**config.mk**
```make
export PLATFORM = sky130hd
export DESIGN_NAME = fxp_div_seq_flat
export DESIGN_NICKNAME = d
export VERILOG_FILES = /design/src/rtl/fxp_div_seq_if.sv /design/src/rtl/fxp_div_seq.sv /design/src/flat_wrapper.sv
export SDC_FILE = /design/constraint.sdc
export NUM_CORES = 1
export LEC_CHECK = 0
export ABC_CLOCK_PERIOD_IN_PS = 8450
export CORE_MARGIN = 2
export CORE_UTILIZATION = 40
export DETAILED_ROUTE_END_ITERATION = 8
export GPL_TIMING_DRIVEN = 0
export SLEW_MARGIN = 15
export SYNTH_ARGS = -nofsm -noshare
export SYNTH_HDL_FRONTEND = slang
export SYNTH_SLANG_ARGS = --single-unit
```
**constraint.sdc**
```tcl
create_clock -name clk -period 8.45 [get_ports clk]
set_input_delay 1.69 -clock clk [delete_from_list [all_inputs] [get_ports clk]]
set_output_delay 1.69 -clock clk [all_outputs]
set_load 0.02 [all_outputs]
```
**src/rtl/fxp_div_seq_if.sv**
```systemverilog
// fxp_div_seq_if: start/busy/done handshake bundle for the sequential
// fixed-point divider.
//   start, dd, ds             : requester -> divider
//   busy, done, q, dz, ovf    : divider -> requester
// Modports: master (requester side), slave (divider side).
interface fxp_div_seq_if #(
    parameter int DATA_W = 32
);
    logic              start;
    logic [DATA_W-1:0] dd;
    logic [DATA_W-1:0] ds;
    logic              busy;
    logic              done;
    logic [DATA_W-1:0] q;
    logic              dz;
    logic              ovf;

    modport master (output start, dd, ds, input busy, done, q, dz, ovf);
    modport slave  (input start, dd, ds, output busy, done, q, dz, ovf);
endinterface

```
**src/rtl/fxp_div_seq.sv**
```systemverilog
// fxp_div_seq: sequential signed fixed-point divider, q = dd / ds in
// Q(INT_BITS).(FRAC_BITS). Restoring long division on magnitudes, one
// quotient bit per clock, sign applied at the end; truncates toward zero.
// Ports:
//   clk  : clock, rising edge
//   rst  : asynchronous active-high reset
//   bus  : fxp_div_seq_if.slave (start/dd/ds in, busy/done/q/dz/ovf out)
// Latency: 57 cycles from start to done (1 cycle for a zero divisor).
// Build option: define FXP_DIV_SAT_EN to saturate q on overflow and on
// divide-by-zero; otherwise q wraps on overflow and is 0 on divide-by-zero.
module fxp_div_seq #(
    parameter int DATA_W    = 32,
    parameter int INT_BITS  = 8,
    parameter int FRAC_BITS = 24
) (
    input  logic           clk,
    input  logic           rst,
    fxp_div_seq_if.slave   bus
);
    localparam int QB = DATA_W + FRAC_BITS;
    localparam int CW = $clog2(QB);

    // Largest positive / negative magnitudes representable in DATA_W bits.
    localparam logic [QB-1:0]     MAXP = {{(QB-DATA_W+1){1'b0}}, {(DATA_W-1){1'b1}}};
    localparam logic [QB-1:0]     MAXN = MAXP + 1'b1;
    localparam logic [DATA_W-1:0] QPOS = {1'b0, {(DATA_W-1){1'b1}}};
    localparam logic [DATA_W-1:0] QNEG = {1'b1, {(DATA_W-1){1'b0}}};

    generate
        if (INT_BITS + FRAC_BITS != DATA_W) begin : g_bad_fmt
            $error("fxp_div_seq: INT_BITS + FRAC_BITS must equal DATA_W");
        end
    endgenerate

    typedef enum logic [1:0] {IDLE, CALC, FIN} state_t;

    state_t            state, state_nx;
    logic [CW-1:0]     cnt;
    logic              sign;
    logic              zdiv;
    logic [DATA_W-1:0] nb;
    logic [QB-1:0]     nsh;
    logic [DATA_W:0]   rem;
    logic [QB-1:0]     qm;
    logic [DATA_W-1:0] q_r;
    logic              dz_r, ovf_r, done_r;
`ifdef FXP_DIV_SAT_EN
    logic              ddneg;
`endif

    // Magnitudes; the most negative value maps to 2^(DATA_W-1) unsigned.
    logic [DATA_W-1:0] na_c, nb_c;
    assign na_c = bus.dd[DATA_W-1] ? -bus.dd : bus.dd;
    assign nb_c = bus.ds[DATA_W-1] ? -bus.ds : bus.ds;

    // Trial subtraction one bit wider than R so the borrow is visible.
    logic [DATA_W+1:0] shifted, trial;
    logic              qbit;
    assign shifted = {rem, nsh[QB-1]};
    assign trial   = shifted - {2'b00, nb};
    assign qbit    = ~trial[DATA_W+1];

    // ---------------- FSM ----------------
    always_ff @(posedge clk or posedge rst) begin
        if (rst) state <= IDLE;
        else     state <= state_nx;
    end

    always_comb begin
        state_nx = state;
        case (state)
            IDLE: if (bus.start) state_nx = (bus.ds == '0) ? FIN : CALC;
            CALC: if (cnt == '0) state_nx = FIN;
            FIN:  state_nx = IDLE;
            default: state_nx = IDLE;
        endcase
    end

    // ---------------- result formatting ----------------
    logic [DATA_W-1:0] q_nx;
    logic              ovf_nx;
    always_comb begin
        q_nx   = sign ? -qm[DATA_W-1:0] : qm[DATA_W-1:0];
        ovf_nx = sign ? (qm > MAXN) : (qm > MAXP);
`ifdef FXP_DIV_SAT_EN
        if (zdiv)        q_nx = ddneg ? QNEG : QPOS;
        else if (ovf_nx) q_nx = sign ? QNEG : QPOS;
`else
        if (zdiv)        q_nx = '0;
`endif
        if (zdiv) ovf_nx = 1'b0;
    end

    // ---------------- datapath ----------------
    always_ff @(posedge clk or posedge rst) begin
        if (rst) begin
            cnt    <= '0;
            sign   <= 1'b0;
            zdiv   <= 1'b0;
            nb     <= '0;
            nsh    <= '0;
            rem    <= '0;
            qm     <= '0;
            q_r    <= '0;
            dz_r   <= 1'b0;
            ovf_r  <= 1'b0;
            done_r <= 1'b0;
`ifdef FXP_DIV_SAT_EN
            ddneg  <= 1'b0;
`endif
        end else begin
            done_r <= 1'b0;
            case (state)
                IDLE: if (bus.start) begin
                    sign <= bus.dd[DATA_W-1] ^ bus.ds[DATA_W-1];
                    zdiv <= (bus.ds == '0);
                    nb   <= nb_c;
                    nsh  <= {na_c, {FRAC_BITS{1'b0}}};
                    rem  <= '0;
                    qm   <= '0;
                    cnt  <= CW'(QB-1);
`ifdef FXP_DIV_SAT_EN
                    ddneg <= bus.dd[DATA_W-1];
`endif
                end
                CALC: begin
                    rem <= qbit ? trial[DATA_W:0] : shifted[DATA_W:0];
                    nsh <= {nsh[QB-2:0], 1'b0};
                    qm  <= {qm[QB-2:0], qbit};
                    cnt <= cnt - 1'b1;
                end
                FIN: begin
                    q_r    <= q_nx;
                    dz_r   <= zdiv;
                    ovf_r  <= ovf_nx;
                    done_r <= 1'b1;
                end
                default: ;
            endcase
        end
    end

    assign bus.busy = (state != IDLE);
    assign bus.done = done_r;
    assign bus.q    = q_r;
    assign bus.dz   = dz_r;
    assign bus.ovf  = ovf_r;
endmodule

```
**src/flat_wrapper.sv**
```systemverilog
// flat-port wrapper written by rule: the top's interface ports become plain ports
module fxp_div_seq_flat 
#(
    parameter int DATA_W    = 32,
    parameter int INT_BITS  = 8,
    parameter int FRAC_BITS = 24
)
  (clk, rst, bus_start, bus_dd, bus_ds, bus_busy, bus_done, bus_q, bus_dz, bus_ovf);
  fxp_div_seq_if #(.DATA_W(DATA_W)) bus_i ();
  input  logic clk;
  input  logic rst;
  input wire logic [$bits(bus_i.start)-1:0] bus_start;
  input wire logic [$bits(bus_i.dd)-1:0] bus_dd;
  input wire logic [$bits(bus_i.ds)-1:0] bus_ds;
  output wire logic [$bits(bus_i.busy)-1:0] bus_busy;
  output wire logic [$bits(bus_i.done)-1:0] bus_done;
  output wire logic [$bits(bus_i.q)-1:0] bus_q;
  output wire logic [$bits(bus_i.dz)-1:0] bus_dz;
  output wire logic [$bits(bus_i.ovf)-1:0] bus_ovf;
  assign bus_i.start = bus_start;
  assign bus_i.dd = bus_dd;
  assign bus_i.ds = bus_ds;
  assign bus_busy = bus_i.busy;
  assign bus_done = bus_i.done;
  assign bus_q = bus_i.q;
  assign bus_dz = bus_i.dz;
  assign bus_ovf = bus_i.ovf;
  fxp_div_seq #(.DATA_W(DATA_W), .INT_BITS(INT_BITS), .FRAC_BITS(FRAC_BITS)) u_core (.clk(clk), .rst(rst), .bus(bus_i));
endmodule
```
== Word-level counts from Yosys, hierarchy flattened ==
Cells that the tools add are included.
Cells by class
  $add $sub $neg: 5
  $mul: 0
  div/mod/pow operators: 0
  magnitude comparators: 2
  equality and inequality tests: 4
  shift-type cells: 0
  muxes and demuxes: 20
  bitwise logic cells: 2
  reduce and logical (&&, ||, !) cells: 8
Operators by type and width (number)
  56-bit one-hot mux with 2 select lines: 2
  32-bit 2-to-1 mux: 4
  56-bit 2-to-1 mux: 2
  32-bit negator: 3
  33-bit 2-to-1 mux: 2
  33-bit one-hot mux with 2 select lines: 1
  56-bit by 31-bit > comparator with 1-bit output (second input constant): 1
  56-bit by 32-bit > comparator with 1-bit output (second input constant): 1
  34-bit by 32-bit subtractor with 34-bit output: 1
  32-bit logical NOT: 1
  6-bit one-hot mux with 2 select lines: 1
  6-bit logical NOT: 1
  2-bit 2-to-1 mux: 3
  6-bit 2-to-1 mux: 1
  2-bit AND reduction: 3
  6-bit by 1-bit subtractor with 6-bit output (second input constant): 1
  2-bit one-hot mux with 2 select lines: 1
  2-bit nonzero test: 2
  1-bit 2-to-1 mux: 3
  2-bit by 1-bit == test with 1-bit output (second input constant): 1
  2-bit == test (second input constant): 1
  2-bit logical NOT: 1
  2-bit by 1-bit != test with 1-bit output (second input constant): 1
  2-bit != test (second input constant): 1
  2 further kinds: 2
Word-level totals
  register bits after elaboration: 222
  latch bits: 0
  bits in writable memories: 0
  memory bits (read-only): 0
  input port bits: 67
  word-level logic and storage cells: 53
  memories: 0

== Logic depth before layout (Yosys ltp) ==
  word-level depth: 4
  mapped depth: 13
  gate-level depth less buffers: 12

== Worst setup path before layout ==
Ideal clock, no wire load.
  path type: in2reg
  start point: in bus_dd[12]
  end point: reg u_core.nsh[45]
  setup time: 0.121 ns
  data arrival time: 3.817 ns
  data required time: 8.329 ns
  path slack: 4.511 ns
  stages: 9
  path through: or4_1 > nor4_1 > nand2b_1 > or2_2 > o41ai_1 > xor2_1 > nand2_1 > mux2_2 > o22a_1
Between the ends
  cells in the longest elaborated chain, start to end: 4
RTL lines
  from (decl): line flat_wrapper.sv:13  | input wire logic [$bits(bus_i.dd)-1:0] bus_dd;
  32-bit negator: line fxp_div_seq.sv:53  | assign na_c = bus.dd[DATA_W-1] ? -bus.dd : bus.dd;
  32-bit 2-to-1 mux: line fxp_div_seq.sv:53
  56-bit 2-to-1 mux: line fxp_div_seq.sv:114  | IDLE: if (bus.start) begin
  56-bit one-hot mux with 2 select lines: line fxp_div_seq.sv:113  | case (state)
  to (signal assigned): line fxp_div_seq.sv:118  | nsh <= {na_c, {FRAC_BITS{1'b0}}};
  to (signal assigned): line fxp_div_seq.sv:128  | nsh <= {nsh[QB-2:0], 1'b0};
  to (decl): line fxp_div_seq.sv:42  | logic [QB-1:0] nsh;
Every way passes these cells. The select of a mux whose other input is x is not followed.
A chain may end at the register's enable or synchronous reset.

== Final worst setup path ==
  start point: in bus_ds[7]
  end point: reg u_core.nb[29]
Between the ends
  cells in the longest elaborated chain, start to end: 2
RTL lines
  from (decl): line flat_wrapper.sv:14  | input wire logic [$bits(bus_i.ds)-1:0] bus_ds;
  32-bit negator: line fxp_div_seq.sv:54  | assign nb_c = bus.ds[DATA_W-1] ? -bus.ds : bus.ds;
  32-bit 2-to-1 mux: line fxp_div_seq.sv:54
  to (signal assigned): line fxp_div_seq.sv:117  | nb <= nb_c;
  to (decl): line fxp_div_seq.sv:41  | logic [DATA_W-1:0] nb;
Every way passes these cells.

==> summary.md <==
### Hold path
• Endpoint, Worst Hold: u_core.bus.q[13]
• number of stages on the worst hold path: 2
• start point of the worst min-delay path: u_core.bus.q[13]
• class of the worst hold path: reg2reg

### Global routing
• Overall Global Routing Usage: 19.1%
• antenna violations before repair: 0
• global-route wire length before repair: 47100 um
• largest net degree at the start of global routing: 105
• total global routing overflow: 0
• via count of the first global-routing pass: 9157

### Synth
• main combinational cell family by area after synthesis: compound AO/OA/AOI/OAI gates
• combined area of all synthesized cells: 11500 um^2
• compound-gate portion of the synthesized area: 22.1%
• proportion of register bits with asynchronous set or reset after synthesis: 100%
• number of distinct library cells after synthesis: 66
• sequential cell area fraction in the yosys report: 43.1%
• synthesized-area fraction occupied by and/or/nand/nor cells: 14.1%
• number of synthesized flops with an enable pin: 0
• cell type contributing the most total cell area after synthesis: sky130_fd_sc_hd__dfrtp_1
• leading post-synthesis cells by cell area: sky130_fd_sc_hd__dfrtp_1, sky130_fd_sc_hd__o21ai_0, sky130_fd_sc_hd__xor2_1
• adder and majority gate portion of the synthesized area: 4.20%
• total nets after synthesis: 1351
• gate count of the mapped netlist: 1246
• warnings from Yosys: 0
• area share of the largest cell type after synthesis: 43.1%
• predominant post-synthesis flop cell: sky130_fd_sc_hd__dfrtp_1
• Mapped Avg Cell Area: 9.23 um^2
• parity-gate share of the synthesized area counting xor and xnor cells: 9.30%
• #FFs+latches synth: 198
• multiplexer area fraction after synthesis: 3.07%

### Floorplan
• Die Y: 174 um
• # rows: 62
• Total Die Area: 30100 um^2
• boundary pin count: 103
• initial cell density of the core: 40.4%
• horizontal extent of the die: 174 um
• core box area: 28500 um^2

### CTS
• Inserted Clock Buffers: 17
• root cell of the clock tree: sky130_fd_sc_hd__clkbuf_16
• post-cts hold buffer count: 0
• total number of H-tree levels: 4
• setup bufs post-CTS: 0
• quantity of gates resized following cts: 0
• clk_lat worst skew: 440 ps
• CTS tree: built
• CTS Buffer Depth: 2
• number of clock sinks: 198
• clock-pin slew reported for the worst setup and hold paths after clock tree synthesis: 80 ps

### Place
• setup slack at placement: 3710 ps
• Final Wtd Congestion: 0.871
• number of buffers inserted by port buffering: 102
• HPWL after detailed placement: 21200 um
• cell count after placement: 1733

### Critical path
• cells along the critical path: clkdlybuf4s50_1, or4_1, or2_1, or3_1, nand2b_1, nand2b_1, nand2b_1, o41ai_2, xor2_1, o21ai_1
• slack of the worst reg-to-reg path: 4980 ps
• number of buffer and inverter stages on the critical path: 1
• CP endpoint kind: flip-flop
• crit path launch type: primary input
• required time at the worst-slack endpoint: 8760 ps
• delay of the slowest cell on the worst path: 540 ps
• data arrival time of the critical path: 4610 ps
• Crit Path Max Fanout: 4
• startpoint of the most critical register-to-register path: u_core.rem[21]
• critical path depth: 10
• Top delay family on crit path: simple AND/OR/NAND/NOR gates
• Reg2Reg Capture Point: u_core.rem[9]
• Critical Path Slowest Stage Cell: sky130_fd_sc_hd__or4_1
• path depth of the worst reg2reg path: 12
• most numerous cell on the critical path: sky130_fd_sc_hd__nand2b_1
• crit path kind: in2reg

### STA
• fin. max-slew vios: 0
• crit path time final: 4300 ps
• setup-violating endpoint count in the final report: 0
• unrepaired setup endpoints after global routing: no
• final worst clock skew: 13.3 ps
• Slew Limit Headroom: 45.7%
• worst slew pin tran: 815 ps
• Final Hold Violating Endpoints: 0
• worst hold margin: 481 ps
• period utilization: 50.9%
• highest achievable clock rate: 0.233 GHz
• minimum setup slack in the final design: 4150 ps

### Route
• detailed-router iteration count before antenna repair: 5
• number of routed nets with antenna violations: 0
• via density per instance: 5.34
• Post-route DRC: 0
• via count: 9417
• Iteration-0 DRC Markers: 581
• total wire length: 28400 um
• mean routed wirelength per cell: 16.1 um

### Pwr
• internal power: 0.00304 W
• Total Power: 0.00544 W
• logic gate share of total power: 54.5%
• sw frac: 44.2%
• total leakage power: 5.86 nW
• Clock power frac: 15.8%
• power density normalized to cell area: 397 nW/um^2
• worst voltage drop across the vdd grid: 0.176 mV
• Flop pwr share: 29.7%
• net switching component of the power: 0.00240 W

### Cells and area
• share of the core filled with cells: 48.0%
• diode count: 0
• Nets: 1473
• area growth from synthesis to final layout: 19.0%
• number of filler cells placed in the layout: 2756
• non-filler instance count after layout: 1765
• fraction of layout cells with a size suffix above 1: 4.27%

### Flow run
• max-capacitance violation count: 0

### Run status
• run status: complete, no violations

[through the flow]
stage	TNS [ps]	instance area, um^2
detailed placement	0	13000
floorplan	0	11500
global placement	-267630	13000
finish	0	13700
CTS	0	13700
global route	0	13700
[power by group through the flow]
stage               combinational, W  sequential (W)  clock [W]
global route                 0.00334         0.00167   0.000915
global placement             0.00292         0.00162          0
finish                       0.00296         0.00162   0.000859
CTS                          0.00297         0.00161   0.000877
floorplan                    0.00233         0.00156          0
detailed placement           0.00297         0.00163          0
[cell usage after synthesis, types with 9 or more instances]
cell type                  instances
sky130_fd_sc_hd__a211oi_1          9
sky130_fd_sc_hd__a21oi_1          41
sky130_fd_sc_hd__a22o_1           55
sky130_fd_sc_hd__a22oi_1          31
sky130_fd_sc_hd__clkbuf_1         59
sky130_fd_sc_hd__dfrtp_1         198
sky130_fd_sc_hd__ha_1             37
sky130_fd_sc_hd__inv_1            56
sky130_fd_sc_hd__mux2i_1          33
sky130_fd_sc_hd__nand2_1         185
sky130_fd_sc_hd__nand2b_1         14
sky130_fd_sc_hd__nand3_1          15
sky130_fd_sc_hd__nor2_1           30
sky130_fd_sc_hd__nor2b_1          11
sky130_fd_sc_hd__nor3_1           15
sky130_fd_sc_hd__nor4_1           16
sky130_fd_sc_hd__o21ai_0         169
sky130_fd_sc_hd__o31ai_1          28
sky130_fd_sc_hd__o41ai_1          12
sky130_fd_sc_hd__or3_1            10
sky130_fd_sc_hd__or4_1            10
sky130_fd_sc_hd__xnor2_1          35
sky130_fd_sc_hd__xor2_1           84
[per-layer routing]
| layer | track usage, % | wire (um) |
|---|---|---|
| met1 | 27.2 | 14000 |
| met5 | 0 | 0 |
| met4 | 4.87 | 387 |
| met3 | 2.26 | 978 |
| met2 | 31.1 | 13000 |
[cells by family (layout without fill, tap and decap cells)]
family,after synthesis,after routing
buffers and inverters,121,256
adder cells (fa/ha/maj),38,38
AO/OA/AOI/OAI,393,393
multiplexers,35,35
AND/OR/NAND/NOR,341,341
flip-flops,198,198
XOR/XNOR,120,120
[worst max-delay path by stage]
stage / from / to / slack [ps]
6_report: bus_ds[7] / u_core.nb[29] / 4150
5_1_grt: bus_dd[10] / u_core.nsh[54] / 3990
4_1_cts: bus_ds[7] / u_core.nb[29] / 4170
3_5_place_dp: bus_ds[7] / u_core.nb[29] / 3710
3_3_place_gp: rst / u_core.nsh[26] / -1380
2_1_floorplan: rst / u_core.bus.done / 1360
[area by class of cell]
| type | count | area, um^2 | area share [%] |
|---|---|---|---|
| Tap cell | 384 | 480 | 3.51 |
| Clock inverter | 15 | 219 | 1.60 |
| Inverter | 56 | 218 | 1.59 |
| Sequential cell | 198 | 4950 | 36.2 |
| Timing Repair Buffer | 103 | 1050 | 7.67 |
| Buffer | 65 | 255 | 1.87 |
| Multi-Input combinational cell | 927 | 6080 | 44.4 |
| Clock buffer | 17 | 425 | 3.11 |
[flip-flops by register name, summed over array words and instances, names as in the netlist]
register	count
u_core.sign	1
u_core.bus.done	1
u_core.rem	33
u_core.nsh	32
u_core.cnt	6
u_core.bus.dz	1
u_core.bus.ovf	1
u_core.nb	32
u_core.zdiv	1
u_core.bus.q	32
u_core.qm	56
u_core.state	2
[cells in the final DEF (no fill, tap or decap), drive strengths merged, types with 13 or more instances in the layout]
| master | count |
|---|---|
| ha | 37 |
| nor4 | 17 |
| dfrtp | 198 |
| or4 | 13 |
| o41ai | 14 |
| a22oi | 31 |
| inv | 63 |
| xnor2 | 36 |
| mux2i | 33 |
| nand2 | 185 |
| nor3 | 15 |
| nand3 | 15 |
| clkbuf | 76 |
| a22o | 55 |
| o21ai | 174 |
| o31ai | 28 |
| xor2 | 84 |
| nor2 | 30 |
| clkdlybuf4s50 | 102 |
| a21oi | 41 |
| nand2b | 15 |
[worst register-to-register path: stages (launching register included)]
cell and delay [ps]:
sky130_fd_sc_hd__dfrtp_1 400, sky130_fd_sc_hd__ha_1 290, sky130_fd_sc_hd__clkbuf_1 190, sky130_fd_sc_hd__a21oi_1 200
sky130_fd_sc_hd__o21bai_1 120, sky130_fd_sc_hd__or3_1 390, sky130_fd_sc_hd__a211oi_1 310, sky130_fd_sc_hd__a211o_1 240
sky130_fd_sc_hd__o211a_1 340, sky130_fd_sc_hd__xnor2_4 210, sky130_fd_sc_hd__buf_4 290, sky130_fd_sc_hd__mux2i_1 240
sky130_fd_sc_hd__o21ai_0 100
Note: power is estimated with default switching activity, not from simulation.
